File: src/rtl/ps2_keyboard_pkg.sv
// Register map, status bit layout and receiver state type shared by the PS/2 keyboard port.
package ps2_pkg;

  localparam logic [3:0] PS2_DATA_OFF = 4'h0;
  localparam logic [3:0] PS2_STAT_OFF = 4'h4;

  localparam int ST_READY   = 0;
  localparam int ST_OVF     = 1;
  localparam int ST_PERR    = 2;
  localparam int ST_CNT_LSB = 4;

  typedef enum logic [1:0] {
    IDLE  = 2'd0,
    SHIFT = 2'd1,
    CHECK = 2'd2
  } rx_state_t;

  // Frame layout is {stop, parity, data[7:0]}; odd parity over data+parity and a high stop bit.
  function automatic logic frameValid(input logic [9:0] frame);
    return (^frame[8:0]) && frame[9];
  endfunction

endpackage

File: src/rtl/ps2_keyboard_fifo.sv
// Synchronous scan-code queue; a pop frees a slot for a same-cycle push even when full.
module ps2_fifo
  import ps2_pkg::*;
#(
  parameter int DEPTH = 8,
  parameter int WIDTH = 8
) (
  input  logic                    clock,
  input  logic                    reset,
  input  logic                    i_push,
  input  logic                    i_pop,
  input  logic [WIDTH-1:0]        i_data,
  output logic [WIDTH-1:0]        o_data,
  output logic                    o_full,
  output logic                    o_empty,
  output logic [$clog2(DEPTH):0]  o_count
);

  localparam int PW = $clog2(DEPTH);

  logic [WIDTH-1:0] r_mem [DEPTH];
  logic [PW-1:0]    r_wrPtr;
  logic [PW-1:0]    r_rdPtr;
  logic [PW:0]      r_count;
  logic             w_doPush;
  logic             w_doPop;

  assign o_empty  = (r_count == '0);
  assign o_full   = (r_count == (PW+1)'(DEPTH));
  assign o_count  = r_count;
  assign o_data   = r_mem[r_rdPtr];
  assign w_doPop  = i_pop && !o_empty;
  assign w_doPush = i_push && (!o_full || w_doPop);

  always_ff @(posedge clock) begin
    if (w_doPush) begin
      r_mem[r_wrPtr] <= i_data;
    end
  end

  always_ff @(posedge clock or negedge reset) begin
    if (!reset) begin
      r_wrPtr <= '0;
      r_rdPtr <= '0;
      r_count <= '0;
    end else begin
      if (w_doPush) begin
        r_wrPtr <= r_wrPtr + 1'b1;
      end
      if (w_doPop) begin
        r_rdPtr <= r_rdPtr + 1'b1;
      end
      case ({w_doPush, w_doPop})
        2'b10:   r_count <= r_count + 1'b1;
        2'b01:   r_count <= r_count - 1'b1;
        default: r_count <= r_count;
      endcase
    end
  end

endmodule

File: src/rtl/ps2_keyboard.sv
// Memory-mapped PS/2 keyboard receiver: samples the keyboard lines, deframes 11-bit
// frames and queues valid scan codes for CPU reads at DATA/STATUS offsets.
module ps2_keyboard
  import ps2_pkg::*;
#(
  parameter int FIFO_DEPTH = 8,
  parameter int TIMEOUT    = 25000
) (
  input  logic        clock,
  input  logic        reset,
  input  logic        ps2_clk,
  input  logic        ps2_data,
  input  logic        rd_en,
  input  logic [3:0]  rd_addr,
  output logic [31:0] keymemout
);

  localparam int TO_W = $clog2(TIMEOUT + 1);
  localparam logic [TO_W-1:0] TO_MAX = TO_W'(TIMEOUT);
  localparam int CW = $clog2(FIFO_DEPTH) + 1;

  logic [1:0]      r_clkSync;
  logic [1:0]      r_dataSync;
  logic            r_clkPrev;
  logic            w_fall;
  logic            w_dataS;

  rx_state_t       r_state;
  logic [3:0]      r_bitCnt;
  logic [9:0]      r_shift;
  logic [7:0]      r_pushByte;
  logic            r_push;
  logic            r_perrSet;
  logic [TO_W-1:0] r_toCnt;
  logic            w_timeout;

  logic            r_ovf;
  logic            r_perr;
  logic            w_ovfSet;

  logic            w_dataRd;
  logic            w_statRd;
  logic            w_pop;
  logic [7:0]      w_head;
  logic            w_full;
  logic            w_empty;
  logic [CW-1:0]   w_count;
  logic [31:0]     w_status;

  // Synchronizers idle high so a reset never manufactures a falling edge.
  always_ff @(posedge clock or negedge reset) begin
    if (!reset) begin
      r_clkSync  <= 2'b11;
      r_dataSync <= 2'b11;
      r_clkPrev  <= 1'b1;
    end else begin
      r_clkSync  <= {r_clkSync[0], ps2_clk};
      r_dataSync <= {r_dataSync[0], ps2_data};
      r_clkPrev  <= r_clkSync[1];
    end
  end

  assign w_fall    = r_clkPrev & ~r_clkSync[1];
  assign w_dataS   = r_dataSync[1];
  assign w_timeout = (r_toCnt == TO_MAX);

  always_ff @(posedge clock or negedge reset) begin
    if (!reset) begin
      r_toCnt <= '0;
    end else if (w_fall) begin
      r_toCnt <= '0;
    end else if (!w_timeout) begin
      r_toCnt <= r_toCnt + 1'b1;
    end
  end

  always_ff @(posedge clock or negedge reset) begin
    if (!reset) begin
      r_state    <= IDLE;
      r_bitCnt   <= '0;
      r_shift    <= '0;
      r_pushByte <= '0;
      r_push     <= 1'b0;
      r_perrSet  <= 1'b0;
    end else begin
      r_push    <= 1'b0;
      r_perrSet <= 1'b0;
      case (r_state)
        IDLE: begin
          if (w_fall && !w_dataS) begin
            r_state  <= SHIFT;
            r_bitCnt <= '0;
            r_shift  <= '0;
          end
        end
        SHIFT: begin
          if (w_fall) begin
            r_shift  <= {w_dataS, r_shift[9:1]};
            r_bitCnt <= r_bitCnt + 1'b1;
            if (r_bitCnt == 4'd9) begin
              r_state <= CHECK;
            end
          end else if (w_timeout) begin
            r_state <= IDLE;
          end
        end
        CHECK: begin
          r_pushByte <= r_shift[7:0];
          r_push     <= frameValid(r_shift);
          r_perrSet  <= !frameValid(r_shift);
          r_state    <= IDLE;
        end
        default: r_state <= IDLE;
      endcase
    end
  end

  assign w_dataRd = rd_en && (rd_addr == PS2_DATA_OFF);
  assign w_statRd = rd_en && (rd_addr == PS2_STAT_OFF);
  assign w_pop    = w_dataRd && !w_empty;
  assign w_ovfSet = r_push && w_full && !w_pop;

  ps2_fifo #(
    .DEPTH (FIFO_DEPTH),
    .WIDTH (8)
  ) u_fifo (
    .clock   (clock),
    .reset   (reset),
    .i_push  (r_push),
    .i_pop   (w_pop),
    .i_data  (r_pushByte),
    .o_data  (w_head),
    .o_full  (w_full),
    .o_empty (w_empty),
    .o_count (w_count)
  );

  // A STATUS read clears the sticky flags unless a new event lands in the same cycle.
  always_ff @(posedge clock or negedge reset) begin
    if (!reset) begin
      r_ovf  <= 1'b0;
      r_perr <= 1'b0;
    end else begin
      r_ovf  <= w_ovfSet  | (r_ovf  & ~w_statRd);
      r_perr <= r_perrSet | (r_perr & ~w_statRd);
    end
  end

  always_comb begin
    w_status                      = '0;
    w_status[ST_READY]            = !w_empty;
    w_status[ST_OVF]              = r_ovf;
    w_status[ST_PERR]             = r_perr;
    w_status[ST_CNT_LSB +: 4]     = 4'(w_count);
  end

  always_ff @(posedge clock or negedge reset) begin
    if (!reset) begin
      keymemout <= '0;
    end else if (w_dataRd) begin
      keymemout <= w_empty ? 32'd0 : {24'd0, w_head};
    end else if (w_statRd) begin
      keymemout <= w_status;
    end else if (rd_en) begin
      keymemout <= '0;
    end
  end

endmodule

File: config.mk
export PLATFORM = sky130hd
export DESIGN_NAME = ps2_keyboard
export DESIGN_NICKNAME = d
export VERILOG_FILES = /design/src/rtl/ps2_keyboard_pkg.sv /design/src/rtl/ps2_keyboard_fifo.sv /design/src/rtl/ps2_keyboard.sv
export SDC_FILE = /design/constraint.sdc
export NUM_CORES = 1
export LEC_CHECK = 0
export CAP_MARGIN = 20
export CORE_ASPECT_RATIO = 0.5
export CORE_MARGIN = 2
export CORE_UTILIZATION = 63
export DETAILED_ROUTE_END_ITERATION = 10
export DONT_BUFFER_PORTS = 1
export PLACE_DENSITY_LB_ADDON = 0.12
export SLEW_MARGIN = 20
export SYNTH_ARGS = -nofsm -noshare
export SYNTH_HDL_FRONTEND = slang
export SYNTH_SLANG_ARGS = --single-unit
File: constraint.sdc
create_clock -name clock -period 2.9 [get_ports clock]
set_input_delay 0.29 -clock clock [delete_from_list [all_inputs] [get_ports clock]]
set_output_delay 0.29 -clock clock [all_outputs]
set_load 0.005 [all_outputs]
==> results of run 1 <==
[report_power, final]
group	internal [W]	total [W]	switching [W]	leakage [nW]
Clock	0.00127	0.00206	0.000790	0.275
Sequential	0.00209	0.00237	0.000272	1.47
Combinational	0.000410	0.000690	0.000279	0.841
[critical path, stage by stage (launching register included)]
cell and delay, ps:
dfrtp_1 500, or4b_1 610, o21bai_2 260, nand3b_1 170
nor2_1 140, buf_4 200
[state kept, by name, summed over array words and instances (netlist names), 3 cells and up]
name	count
keymemout	8
u_fifo.o_count	4
r_bitCnt	4
r_toCnt	15
u_fifo.r_rdPtr	3
u_fifo.r_wrPtr	3
r_shift	10
u_fifo.r_mem	64
r_pushByte	8
[worst min path at each step]
stage	startpoint	endpoint	slack, ps	depth (start not counted)
after floorplan	reset	keymemout[0]$_DFFE_PN0P_	-6	0
after global placement	reset	u_fifo.r_rdPtr[2]$_DFFE_PN0N_	-4	0
after detailed placement	reset	u_fifo.r_rdPtr[2]$_DFFE_PN0N_	-4	0
after CTS	rd_en	keymemout[4]$_DFFE_PN0P_	20	2
after global routing	rd_en	keymemout[6]$_DFFE_PN0P_	20	2
final	rd_addr[2]	r_ovf$_DFF_PN0_	30	2
[placed cells by master, fill, tap and decap left out, types with 7 or more instances in the layout]
master,instances
nor2_1,27
ha_1,7
inv_1,11
xnor2_1,12
a21oi_1,16
edfxtp_1,64
mux4_2,16
nand3_1,10
conb_1,24
buf_4,12
a22o_1,12
nand2_1,14
or3_1,7
clkbuf_16,18
mux2_1,10
dfrtp_1,60
o21ai_0,7
[metrics by stage]
stage | instance area [um^2] | utilization | worst slack (ps)
floorplan | 5790 | - | 609
global placement | 5760 | 0.659 | 460
detailed placement | 5760 | 0.659 | 430
CTS | 6410 | 0.734 | 497
global route | 6410 | 0.734 | 669
finish | 6410 | 0.734 | 779
[area by class of cell]
type,instances,share of cell area
well taps,117,0.0228
inverters,11,0.00644
flip-flops and latches,130,0.558
repair buffers,17,0.0246
clock buffers,20,0.0745
multi-input cells,243,0.297
clock inverters,12,0.0164
[kinds of logic after synthesis]
group	count (synthesis)	synth area share
AO/OA/AOI/OAI	58	0.0700
multiplexers	37	0.104
other	1	0.000658
adder cells (fa/ha/maj)	7	0.0154
AND/OR/NAND/NOR	97	0.0937
buffers and inverters	53	0.0529
flip-flops	130	0.628
XOR/XNOR	20	0.0356
[routing by layer]
metal,routed length (um),track usage,vias up
met2,5220,0.397,115
met5,0,0,-
met1,4670,0.317,1675
met3,569,0.0742,15
met4,108,0.0544,0
li1,-,-,1492
[cells in the mapped netlist (all sizes together) (5+ instances only)]
cell type / count
a21oi: 16
a22oi: 6
nand3: 10
dfrtp: 61
xor2: 6
nor3: 7
mux2: 16
nand2: 14
nor2: 27
or3: 8
mux4: 16
dfstp: 5
inv: 11
edfxtp: 64
buf: 30
xnor2: 12
clkbuf: 12
nand4: 5
a22o: 12
o21ai: 11
ha: 7
mux2i: 5
==> results.yml, run 1 <==
run_status:
  status: "complete, no violations"
cts:
  cts_buffers: 17
  clk_path_buf_depth: 2
  cts_tree: "yes"
  post-cts-setup-buffer-count: 0
  clkTransAtPathRegs_ps: 60
  clkLatencyLatePin_ps: 410
  clock-root-buffer: "clkbuf_16"
  cts_sinks: 130
  htreeDepth: 4
  cts.repair.resized: 0
  hold_buffers: 5
sta:
  fmax_mhz: 472
  slew-limit-headroom: 0.421
  min_period_over_period: 0.731
  slew_violations: 0
  holdWs_ps: 31.8
  hold_viol: 0
  min_period_ps: 2120
  setup_tns_ps: 0
  setup_viol_count_final: 0
  worst_clock_skew_ps: 7.10
  rsz0062_at_grt: "false"
  tightest_slew_ps: 863
drt:
  ant_nets: 0
  first_pass_iters: 4
  via_per_inst: 5.99
  drt-total-wl_mm: 10.6
  route.detailed.drc: 0
  wire_per_inst_um: 19.2
  num_vias: 3297
  drt-initial-drc-count: 287
grt:
  grt_first_pass_wirelength_mm: 17.4
  grt_pass1_vias: 3330
  overflow: 0
  grt.total_usage: 0.238
  antenna_found_initial: 0
  grt_max_degree: 67
placement:
  dpl.hpwl_mm: 6.64
  portBuffers: 0
  dpl.cell_count: 513
  place.gp.congestion: 0.838
floorplanning:
  die_x_um: 139
  ioPinCount: 41
  rows: 24
  core_region_area_um2: 8740
  dieHeight_um: 71.3
  dieArea_um2: 9870
  start_util: 0.652
setup_path:
  path_class: "register to register"
  worstSetupStartpoint: "u_fifo.o_count[1]$_DFFE_PN0P_"
  timing.rr.end: "u_fifo.r_mem[4][1]$_DFFE_PP_"
  r2r_start: "u_fifo.o_count[1]$_DFFE_PN0P_"
  critical_path.endpoint: "u_fifo.r_mem[4][1]$_DFFE_PP_"
  startpoint_type: "register"
  cp-end-kind: "register"
  path_max_fanout: 9
  crit_required_ps: 3070
  reg2reg_depth: 5
  critPathArrivalTime_ps: 2290
  r2r_setup_slack_ps: 780
cells_and_area:
  fillers: 529
  ff_latch_area_um2: 3580
  num_antenna_cells: 0
  drive_above_1_share: 0.182
  nNetsFinal: 436
  multi_input_area_um2: 1900
  stdcell_count: 550
  area_growth_pct: 12.5
synth:
  yosysUniqueCellTypes: 59
  synth_ff_type: "edfxtp_1"
  synth_top_area_cell: "edfxtp_1"
  synth-edff-count: 64
  syn_inst: 403
  avgSynthCellArea_um2: 14.1
  synthesis.area_um2: 5700
  synth_top_area_share: 0.337
  synth-seq-cells: 130
  ys_async_sr_fraction: 0.508
  synth.area.top_cells: "edfxtp_1, dfrtp_1, mux4_2"
  seq_area_frac_synth: 0.628
  yosysWarnings: 0
power_and_ir_drop:
  power.total_w: 0.00512
  power_density_nw_per_um2: 798
  p_leak_nw: 2.58
  ir_drop_v: 0.000440
min_path:
  min_path_type: "input pin to register"
run:
  drv_cap: 0
No activity file was read; power rests on OpenSTA's default activity.
==> run 2: changes to the inputs <==
--- a/config.mk
+++ b/config.mk
@@ -8,7 +8,7 @@
 export CAP_MARGIN = 20
 export CORE_ASPECT_RATIO = 0.5
 export CORE_MARGIN = 2
-export CORE_UTILIZATION = 63
+export CORE_UTILIZATION = 57
 export DETAILED_ROUTE_END_ITERATION = 10
 export DONT_BUFFER_PORTS = 1
 export PLACE_DENSITY_LB_ADDON = 0.12
==> constraint.sdc (replaced) <==
create_clock -name clock -period 1.8 [get_ports clock]
set_input_delay 0.18 -clock clock [delete_from_list [all_inputs] [get_ports clock]]
set_output_delay 0.18 -clock clock [all_outputs]
set_load 0.005 [all_outputs]
==> run 2 against run 1 <==
  * The run now ends with negative setup slack left
  * Via count increased by 1.2%
  * Total power increased by 71%
  * First-iteration DRC count decreased by 2.1%
  * Combinational power increased by 120%
  * Sequential share of layout area decreased by 3.8 points
  * Critical endpoint is now u_fifo.r_mem[1][6]$_DFFE_PP_
  * Largest power group unchanged
==> results.yml, run 2 (synthesis results as in run 1) <==
run_status:
  status: "finished with violations"
  violations: "negative setup slack"
cts:
  cts_sinks: 130
  htreeDepth: 4
  clock-root-buffer: "clkbuf_16"
  clkLatencyLatePin_ps: 410
  clkTransAtPathRegs_ps: 60
  cts_tree: "yes"
  cts_buffers: 17
  clk_path_buf_depth: 2
drt:
  drt-total-wl_mm: 11.0
  ant_nets: 0
  first_pass_iters: 4
  num_vias: 3335
  via_per_inst: 5.67
  drt-initial-drc-count: 281
  wire_per_inst_um: 18.6
  route.detailed.drc: 0
grt:
  grt_pass1_vias: 3411
  grt.total_usage: 0.214
  grt_max_degree: 67
  antenna_found_initial: 0
  overflow: 0
  grt_first_pass_wirelength_mm: 17.4
cells_and_area:
  reg.largest.list: "u_fifo.r_mem (64), r_toCnt (15), r_shift (10)"
  num_antenna_cells: 0
  stdcell_count: 588
  ff_latch_area_um2: 3580
  nNetsFinal: 456
  area_growth_pct: 20.9
  final_util: 0.720
  largest_register_ffs: 64
  mostFrequentLayoutCells: "edfxtp_1, dfrtp_1, conb_1"
  fillers: 607
  final_area_um2: 6890
  regMostFlops: "u_fifo.r_mem"
  multi_input_area_um2: 2080
  drive_above_1_share: 0.267
  final_common_cell: "edfxtp_1"
floorplanning:
  rows: 25
  dieHeight_um: 74.7
  start_util: 0.595
  die_x_um: 145
  dieArea_um2: 10900
  ioPinCount: 41
  core_region_area_um2: 9570
power_and_ir_drop:
  p_sw_frac: 0.263
  power_frac_seq: 0.422
  ir_drop_v: 0.000666
  power.switching_w: 0.00231
  p_leak_nw: 2.76
  power_density_nw_per_um2: 1270
  intPower_w: 0.00646
  power_frac_clock: 0.401
  combPwrFrac: 0.177
placement:
  portBuffers: 0
  dpl.cell_count: 544
  place.gp.congestion: 0.813
  dpl.hpwl_mm: 6.92
  placed_cell_area_um2: 6030
run:
  drv_cap: 0
setup_path:
  crit_required_ps: 1970
  worst-path-buf-inv: 2
  crit_chain: "or4b_4, o21bai_4, nand3_1, buf_4, nor3_4, buf_12"
  path_max_fanout: 8
  critPathArrivalTime_ps: 2120
  path_class: "register to register"
  cp-end-kind: "register"
  path_delay_family: "simple AND/OR/NAND/NOR gates"
  startpoint_type: "register"
  crit_slowest_cell: "or4b_4"
  cp_slowest_stage_delay_ps: 560
sta:
  slew-limit-headroom: 0.368
  slew_violations: 0
  min_period_ps: 1950
  tightest_slew_ps: 942
  min_period_over_period: 1.08
  setup_ws_ps: -153
  holdWs_ps: 20.6
  rsz0062_at_grt: "true"
  worst_clock_skew_ps: 9.34
  setup_viol_count_final: 38
  fmax_mhz: 512
  hold_viol: 0
min_path:
  min_path_type: "input pin to register"
-- run 2: cell types whose count changed in the layout (fill, tap and decap cells not counted), moves of 4 or more --
cell | previous run | this run
mux2_2 | 6 | 2
buf_12 | 0 | 4
mux2_4 | 0 | 5
buf_6 | 0 | 5
a22oi_2 | 0 | 5
nor2_1 | 27 | 20
buf_4 | 12 | 20
a22oi_1 | 6 | 1
clkinv_4 | 1 | 5
clkinvlp_4 | 5 | 1
nor2_4 | 0 | 6
-- run 2: worst paths after layout --
| kind | startpoint | end | slack [ps] | cells after the start |
|---|---|---|---|---|
| hold / removal | rd_en | r_perr$_DFF_PN0_ | 20 | 2 |
| min in group asynchronous | reset | keymemout[6]$_DFFE_PN0P_ | 290 | 2 |
| hold reg to reg | r_dataSync[0]$_DFF_PN1_ | r_dataSync[1]$_DFF_PN1_ | 360 | 0 |
| setup reg to reg | u_fifo.o_count[2]$_DFFE_PN0P_ | u_fifo.r_mem[1][6]$_DFFE_PP_ | -150 | 6 |
| max in group asynchronous | reset | r_dataSync[0]$_DFF_PN1_ | 1160 | 2 |
| setup / recovery | u_fifo.o_count[2]$_DFFE_PN0P_ | u_fifo.r_mem[1][6]$_DFFE_PP_ | -150 | 6 |
-- run 2: power groups by stage --
stage	clock network (W)	logic, W	registers [W]
3_3_place_gp	0	0.00127	0.00372
6_report	0.00351	0.00155	0.00370
2_1_floorplan	0	0.00113	0.00363
3_5_place_dp	0	0.00132	0.00375
4_1_cts	0.00357	0.00141	0.00369
5_1_grt	0.00370	0.00170	0.00375
-- run 2: what timing repair did --
| item | CTS | global route |
|---|---|---|
| hold buffers | 6 | 0 |
| setup buffers | 2 | 3 |
| gates cloned | 0 | 3 |
| setup endpoints to repair | 50 | 75 |
| endpoints found under the hold margin | 80 | 0 |
| pin swaps | 3 | 9 |
| gates resized for setup | 6 | 18 |
-- run 2: final cells by class --
| cell class | count | share of cell area |
|---|---|---|
| clock inverters | 15 | 0.0265 |
| repair buffers | 37 | 0.0601 |
| well taps | 135 | 0.0245 |
| flip-flops and latches | 130 | 0.520 |
| multi-input cells | 243 | 0.301 |
| clock buffers | 17 | 0.0617 |
| inverters | 11 | 0.00599 |
-- run 2: worst register-to-register path: cells and delay by family (launching register included) --
kind            cells  cell delay (ps)
compound gates      1              210
buf+inv             2              320
flops               1              410
simple gates        3              790
-- run 2: per-stage QoR --
stage	worst slack [ps]	power (W)	setup TNS, ps
finish	-153	0.00877	-3240
global route	-226	0.00915	-6650
CTS	-126	0.00867	-1620
detailed placement	-291	0.00507	-14060
global placement	-266	0.00500	-10830
floorplan	-262	0.00477	-8160
-- run 2: layer usage --
layer	global-route usage	routed length [um]	vias up	part of all wire
met3	0.0582	483	4	0.044
met5	0	0	-	0
li1	-	-	1537	-
met4	0.0708	36	0	0.0033
met2	0.378	5530	83	0.50
met1	0.267	4900	1711	0.45
